### src/rtl/ws2812_stream_driver.sv
// ws2812_stream_driver: WS2812 NRZ strip driver, one-pixel prefetch, timed latch; WS2812_BRIGHTNESS_EN adds global brightness scaling
module ws2812_stream_driver #(
  parameter int NUM_LEDS   = 256,
  parameter int COLOR_BITS = 24,
  parameter int T0H_CYC    = 26,
  parameter int T1H_CYC    = 52,
  parameter int BIT_CYC    = 81,
  parameter int RESET_CYC  = 3250
) (
  input  logic                  clk_in,
  input  logic                  rst_in,
  input  logic                  start_in,
  input  logic [COLOR_BITS-1:0] pixel_in,
  input  logic                  pixel_valid_in,
  output logic                  pixel_ready_out,
  input  logic [7:0]            brightness_in,
  output logic                  busy_out,
  output logic                  frame_done_out,
  output logic                  underrun_out,
  output logic                  comm
);
  localparam int CW = $clog2(BIT_CYC > RESET_CYC ? BIT_CYC : RESET_CYC);
  localparam int BW = $clog2(COLOR_BITS);
  localparam int PW = $clog2(NUM_LEDS + 1);
  typedef enum logic [1:0] {IDLE, WAIT_FIRST, SEND, LATCH} state_t;
  state_t state_q, state_d;
  logic [COLOR_BITS-1:0] buf_q, buf_d, sh_q, sh_d;
  logic full_q, full_d;
  logic [CW-1:0] cyc_q, cyc_d;
  logic [BW-1:0] bit_q, bit_d;
  logic [PW-1:0] acc_q, acc_d, sent_q, sent_d;
  logic last_cyc, last_bit;
`ifdef WS2812_BRIGHTNESS_EN
  logic [7:0] br_q;
  always_ff @(posedge clk_in)
    if (rst_in) br_q <= '0;
    else if (state_q == IDLE && start_in) br_q <= brightness_in;
`else
  logic unused_br;
  assign unused_br = ^brightness_in;
`endif
  // Reorders {R,G,...} to the wire order {G,R,...}, scaling each channel when enabled
  function automatic logic [COLOR_BITS-1:0] to_wire(input logic [COLOR_BITS-1:0] p);
    logic [COLOR_BITS-1:0] w;
    w = {p[COLOR_BITS-9 -: 8], p[COLOR_BITS-1 -: 8], p[COLOR_BITS-17:0]};
`ifdef WS2812_BRIGHTNESS_EN
    for (int i = 0; i < COLOR_BITS / 8; i++)
      w[i*8 +: 8] = 8'((16'(w[i*8 +: 8]) * (16'(br_q) + 16'd1)) >> 8);
`endif
    return w;
  endfunction
  assign last_cyc        = cyc_q == CW'(BIT_CYC - 1);
  assign last_bit        = bit_q == BW'(COLOR_BITS - 1);
  assign busy_out        = state_q != IDLE;
  assign pixel_ready_out = (state_q == WAIT_FIRST || state_q == SEND) && !full_q && acc_q < PW'(NUM_LEDS);
  assign comm            = state_q == SEND && cyc_q < (sh_q[COLOR_BITS-1] ? CW'(T1H_CYC) : CW'(T0H_CYC));
  assign frame_done_out  = state_q == LATCH && cyc_q == CW'(RESET_CYC - 1);
  assign underrun_out    = state_q == SEND && last_cyc && last_bit && sent_q != PW'(NUM_LEDS) && !full_q;
  always_comb begin
    state_d = state_q;
    buf_d   = buf_q;
    full_d  = full_q;
    sh_d    = sh_q;
    cyc_d   = cyc_q;
    bit_d   = bit_q;
    acc_d   = acc_q;
    sent_d  = sent_q;
    if (pixel_valid_in && pixel_ready_out) begin
      buf_d  = pixel_in;
      full_d = 1'b1;
      acc_d  = acc_q + 1'b1;
    end
    case (state_q)
      IDLE: if (start_in) begin
        state_d = WAIT_FIRST;
        acc_d   = '0;
        sent_d  = '0;
        full_d  = 1'b0;
        cyc_d   = '0;
        bit_d   = '0;
      end
      WAIT_FIRST: if (full_q) begin
        state_d = SEND;
        sh_d    = to_wire(buf_q);
        full_d  = 1'b0;
        sent_d  = sent_q + 1'b1;
        cyc_d   = '0;
        bit_d   = '0;
      end
      SEND: begin
        cyc_d = last_cyc ? '0 : cyc_q + 1'b1;
        if (last_cyc && !last_bit) begin
          bit_d = bit_q + 1'b1;
          sh_d  = sh_q << 1;
        end else if (last_cyc) begin
          bit_d = '0;
          if (sent_q != PW'(NUM_LEDS) && full_q) begin
            sh_d   = to_wire(buf_q);
            full_d = 1'b0;
            sent_d = sent_q + 1'b1;
          end else state_d = LATCH;
        end
      end
      LATCH: begin
        cyc_d   = frame_done_out ? '0 : cyc_q + 1'b1;
        state_d = frame_done_out ? IDLE : LATCH;
      end
      default: state_d = IDLE;
    endcase
  end
  always_ff @(posedge clk_in)
    if (rst_in) begin
      state_q <= IDLE;
      buf_q   <= '0;
      full_q  <= 1'b0;
      sh_q    <= '0;
      cyc_q   <= '0;
      bit_q   <= '0;
      acc_q   <= '0;
      sent_q  <= '0;
    end else begin
      state_q <= state_d;
      buf_q   <= buf_d;
      full_q  <= full_d;
      sh_q    <= sh_d;
      cyc_q   <= cyc_d;
      bit_q   <= bit_d;
      acc_q   <= acc_d;
      sent_q  <= sent_d;
    end
endmodule

### config.mk
export PLATFORM = sky130hd
export DESIGN_NAME = ws2812_stream_driver
export DESIGN_NICKNAME = d
export VERILOG_FILES = /design/src/rtl/ws2812_stream_driver.sv
export SDC_FILE = /design/constraint.sdc
export NUM_CORES = 1
export LEC_CHECK = 0
export ABC_AREA = 0
export BUFFER_PORTS_ARGS = -buffer_cell sky130_fd_sc_hd__buf_2
export CAP_MARGIN = 20
export CORE_UTILIZATION = 60
export CTS_BUF_LIST = sky130_fd_sc_hd__clkbuf_4 sky130_fd_sc_hd__clkbuf_8
export CTS_CLUSTER_DIAMETER = 80
export CTS_CLUSTER_SIZE = 16
export DETAILED_ROUTE_END_ITERATION = 7
export HOLD_SLACK_MARGIN = 0.1
export PLACE_DENSITY = 0.8
export SYNTH_ARGS = -nofsm -noshare
export SYNTH_HDL_FRONTEND = slang
export SYNTH_SLANG_ARGS = --single-unit
### constraint.sdc
create_clock -name clk_in -period 7.55 [get_ports clk_in]
set_input_delay 1.8875 -clock clk_in [delete_from_list [all_inputs] [get_ports clk_in]]
set_output_delay 1.8875 -clock clk_in [all_outputs]
set_load 0.03 [all_outputs]
After elaboration in Yosys (flattened, before gate mapping):

Index checks and enable logic that the tools add are counted.

* add/subtract/negate cells: 4
* multiply operators: 0
* divide/modulo/power cells: 0
* magnitude comparators: 2
* equality and inequality tests: 15
* shift operators: 0
* muxes and demuxes: 39
* bitwise logic cells: 0
* reduce and logical (&&, ||, !) cells: 23

Operators with widths (count)
* 2-to-1 mux 24 bit: 4
* 2-to-1 mux 9 bit: 8
* 2-to-1 mux 12 bit: 4
* one-hot mux 12 bit (4 select lines): 1
* one-hot mux 24 bit (2 select lines): 1
* one-hot mux 9 bit (3 select lines): 1
* 2-to-1 mux 5 bit: 4
* adder 9 x 1 -> 9 bit (second input constant): 2
* one-hot mux 5 bit (3 select lines): 1
* adder 12 x 1 -> 12 bit (second input constant): 1
* equality test 12 bit (second input constant): 1
* equality test 12 x 7 -> 1 bit (second input constant): 1
* < comparator 12 x 6 -> 1 bit: 1
* 2-to-1 mux 2 bit: 6
* logical AND 1 bit: 11
* inequality test 2 bit (second input constant): 5
* < comparator 9 bit (second input constant): 1
* inequality test 9 bit (second input constant): 1
* one-hot mux 2 bit (4 select lines): 1
* AND reduction 4 bit: 2
* 2-to-1 mux 1 bit: 6
* 2-to-1 mux 6 bit: 1
* AND reduction 6 bit: 1
* adder 5 x 1 -> 5 bit (second input constant): 1
* 14 further kinds: 17

* bits in registers: 86
* latch bits: 0
* bits in writable memories: 0
* memory bits (read-only): 0
* bits of input ports: 36
* output and inout bits: 5
* logic and storage cells: 91
* memories: 0

Depth between registers and ports, before layout:

* depth after elaboration: 10
* gate-level depth with buffers: 9
* mapped depth without buffers: 7

Worst setup path after synthesis:

No wires, ideal clock.

* path kind: reg-to-output
* from: register cyc_q[7]
* to: output underrun_out
* arrival: 2.724 ns
* required time: 5.662 ns
* path slack: 2.938 ns
* stages on the path, launching flop included: 7
* path buffers: 2
* cells stage by stage: dfxtp_1 or4_4 nor4_1 clkbuf_1 buf_2 nand2_1 nor4_1

* cells in the longest elaborated chain, start to end: 5

Ends and longest elaborated chain
* start, declared: RTL line 29 `logic [CW-1:0] cyc_q, cyc_d;`
* start signal, assigned: RTL line 126 `cyc_q <= cyc_d;`
* equality test 12 x 7 -> 1 bit: RTL line 52 `assign last_cyc = cyc_q == CW'(BIT_CYC - 1);`
* logical AND 1 bit (4 in a row): RTL line 58 `assign underrun_out = state_q == SEND && last_cyc && last_bit && sent_q != PW'(NUM_LEDS) && !full_q;`
* end, declared: RTL line 19 `output logic underrun_out,`

Every way passes these cells.

Worst setup path in the final report:

* from: register cyc_q[4]
* to: output underrun_out

The elaborated chain is that of the path after synthesis.

==> flow_summary.toml <==
[placement]
io_buffers = 32
globalplace.congestion = 0.854
dp_slack_ps = 3440
placed_cell_area_sq_mm = 0.00463
hpwl_microns = 6340

[grt]
grt_pass1_vias = 3590
overflow = 0
grt_max_degree = 52
antenna_found_initial = 0
grt_pass1_wl_microns = 16100
grt_usage_pct = 26.5

[worst_setup_path]
arrival_ps = 2590
critPathLaunchType = "register"
criticalPathCategory = "reg2out"
cp.required_ps = 5660
end_kind = "output pin"
critPathMaxFanout = 29

[die]
coreArea_sq_mm = 0.00698
rows = 30
die-height_microns = 88.0
dieArea_sq_mm = 0.00774
start_util_pct = 63.6
dieWidth_microns = 88.0
boundaryPins = 41

[cells_and_area]
drive_gt1_share_pct = 15.4
area.growth.synth_to_final_pct = 9.02
fin_nets = 602
n_antenna_cell = 0
post-route-cell-area_sq_mm = 0.00484
fillerInstances = 594

[sta]
final.period_utilization_pct = 59.4
worst_pin_slew_ps = 980
rsz0062_at_grt = "false"
finalSetupViolCount = 0
maxSlewViolCount = 0
slew_headroom_pct = 34.7
fmax_mhz = 223
hold_slack_ps = 456
setup_ws_ps = 3070
finClkSkew_ps = 8.63
post-route-min-period_ps = 4480
tns_ps = 0
finalHoldViolCount = 0

[logic_synthesis]
synthXorXnorAreaFrac_pct = 2.76
synth_top_family_by_area = "simple AND/OR/NAND/NOR gates"
syn_area_per_cell_sq_um = 8.31
synth_edf_count = 0
synthAdderAreaFrac_pct = 3.95
synth_ff_type = "dfxtp_1"
synth_cell_type_count = 51
ys_ff_latch = 86
synth_warnings = 0
synthMuxAreaShare_pct = 7.44
synthSimpleGateAreaFrac_pct = 25.7
synth-async-reset-ratio_pct = 0
synth_area_sq_mm = 0.00444
ys_seq_area_share_pct = 38.8
synthesis.nets = 584
syn-instance-count = 534
synth_compound_area_share_pct = 16.8

[detailed_routing]
route.detailed.wl_per_inst_microns = 14.7
drc_errors = 0
firstDrtPassIters = 4
drt-initial-drc-count = 209
vias_per_cell = 5.87
routed_wl_microns = 9630
drtAntennaViolNets = 0
vias = 3833

[power]
power.leakage_nw = 1.72
max-vdd-ir-drop_mv = 0.154
powerDensity_mw_per_mm2 = 278

[clocking]
clock-sinks = 86
cts_root_buf = "clkbuf_8"
cts_hold_buf = 0
clock_latency_ps = 360
clockBufferDepth = 2
cts_tree = "yes"
ctsResizeCount = 0
htreeDepth = 3
cts_buffers = 9
clkSlewWorstSetupHoldPaths_ps = 90
cts_setup_buffers = 0

[hold_path]
min_path_type = "reg2reg"

[job]
maxCapViolCount = 0

[status]
outcome = "finished clean"
-- sequential cells by signal, indices dropped and copies added, names as in the netlist --
signal,flops
sh_q,24
sent_q,9
buf_q,24
acc_q,9
cyc_q,12
bit_q,5
full_q,1
state_q,2
-- routing by layer --
layer	wire length, microns	track usage [%]
met1	4220	32.2
met5	0	0
met4	84	6.56
met3	456	7.16
met2	4870	46.5
-- synth_stat cells (all sizes together) (9+ instances only) --
| master | instances | area [sq um] |
|---|---|---|
| a21oi | 71 | 359 |
| buf | 9 | 63.8 |
| clkbuf | 21 | 78.8 |
| dfxtp | 86 | 1720 |
| ha | 14 | 175 |
| inv | 15 | 56.3 |
| mux2 | 23 | 330 |
| nand2 | 75 | 284 |
| nand3 | 39 | 195 |
| nand4 | 10 | 62.6 |
| nor2 | 24 | 90.1 |
| nor2b | 25 | 156 |
| o21ai | 39 | 199 |
| or4 | 11 | 86.3 |
-- critical path: stages (launching register included) --
cell and delay (ps):
dfxtp_1 440, or3b_1 490, nor4_2 280, buf_4 350, nand2_1 120, nor4_1 300, buf_2 260
-- report_power, final --
group          switching (mW)  internal, mW
Sequential             0.0316         0.502
Combinational           0.315         0.164
Clock                   0.169         0.164
-- cells in the final DEF, fill, tap and decap left out, drive strengths merged, types with 2 or more instances in the layout --
master / n
o31ai: 7
nand2: 75
mux2: 23
or4: 11
nor4: 7
nand2b: 3
clkinv: 4
o21a: 2
nand3: 39
or3: 7
inv: 17
and3: 5
xor2: 7
nor3: 5
buf: 37
a21oi: 71
nor2: 24
nand4b: 2
clkbuf: 10
o21ai: 39
nand4: 10
ha: 14
nor2b: 25
xnor2: 7
o41ai: 2
dfxtp: 86
nand3b: 2
and2: 2
-- final timing paths --
path	endpoint	slack, ps	from	cells after the start
setup / recovery	underrun_out	3070	cyc_q[4]	6
hold / removal	buf_q[21]	460	buf_q[21]	2
hold reg to reg	buf_q[21]	460	buf_q[21]	2
setup reg to reg	sh_q[19]	4550	cyc_q[4]	6
-- kinds of logic (layout without fill, tap and decap cells) --
kind of cell             count (synthesis)  after routing
buffers and inverters                   46             69
AO/OA/AOI/OAI                          128            128
flip-flops                              86             86
XOR/XNOR                                14             14
adder cells (fa/ha/maj)                 14             14
multiplexers                            23             23
AND/OR/NAND/NOR                        223            223
-- metrics by stage --
| stage | utilization, % | std cells | total power, mW |
|---|---|---|---|
| 2_1_floorplan | - | 534 | 0.925 |
| 3_3_place_gp | 66.4 | 637 | 1.01 |
| 3_5_place_dp | 66.4 | 637 | 1.02 |
| 4_1_cts | 69.3 | 653 | 1.35 |
| 5_1_grt | 69.3 | 653 | 1.43 |
| 6_report | 69.3 | 653 | 1.35 |
-- final cells by class --
| class | instances | area (sq um) | area share [%] |
|---|---|---|---|
| clock buffers | 10 | 138 | 2.84 |
| clock inverters | 6 | 66.3 | 1.37 |
| inverters | 16 | 60.1 | 1.24 |
| multi-input cells | 402 | 2530 | 52.4 |
| flip-flops and latches | 86 | 1720 | 35.6 |
| well taps | 96 | 120 | 2.48 |
| repair buffers | 37 | 198 | 4.09 |
Power figures use the tool's default switching activity.
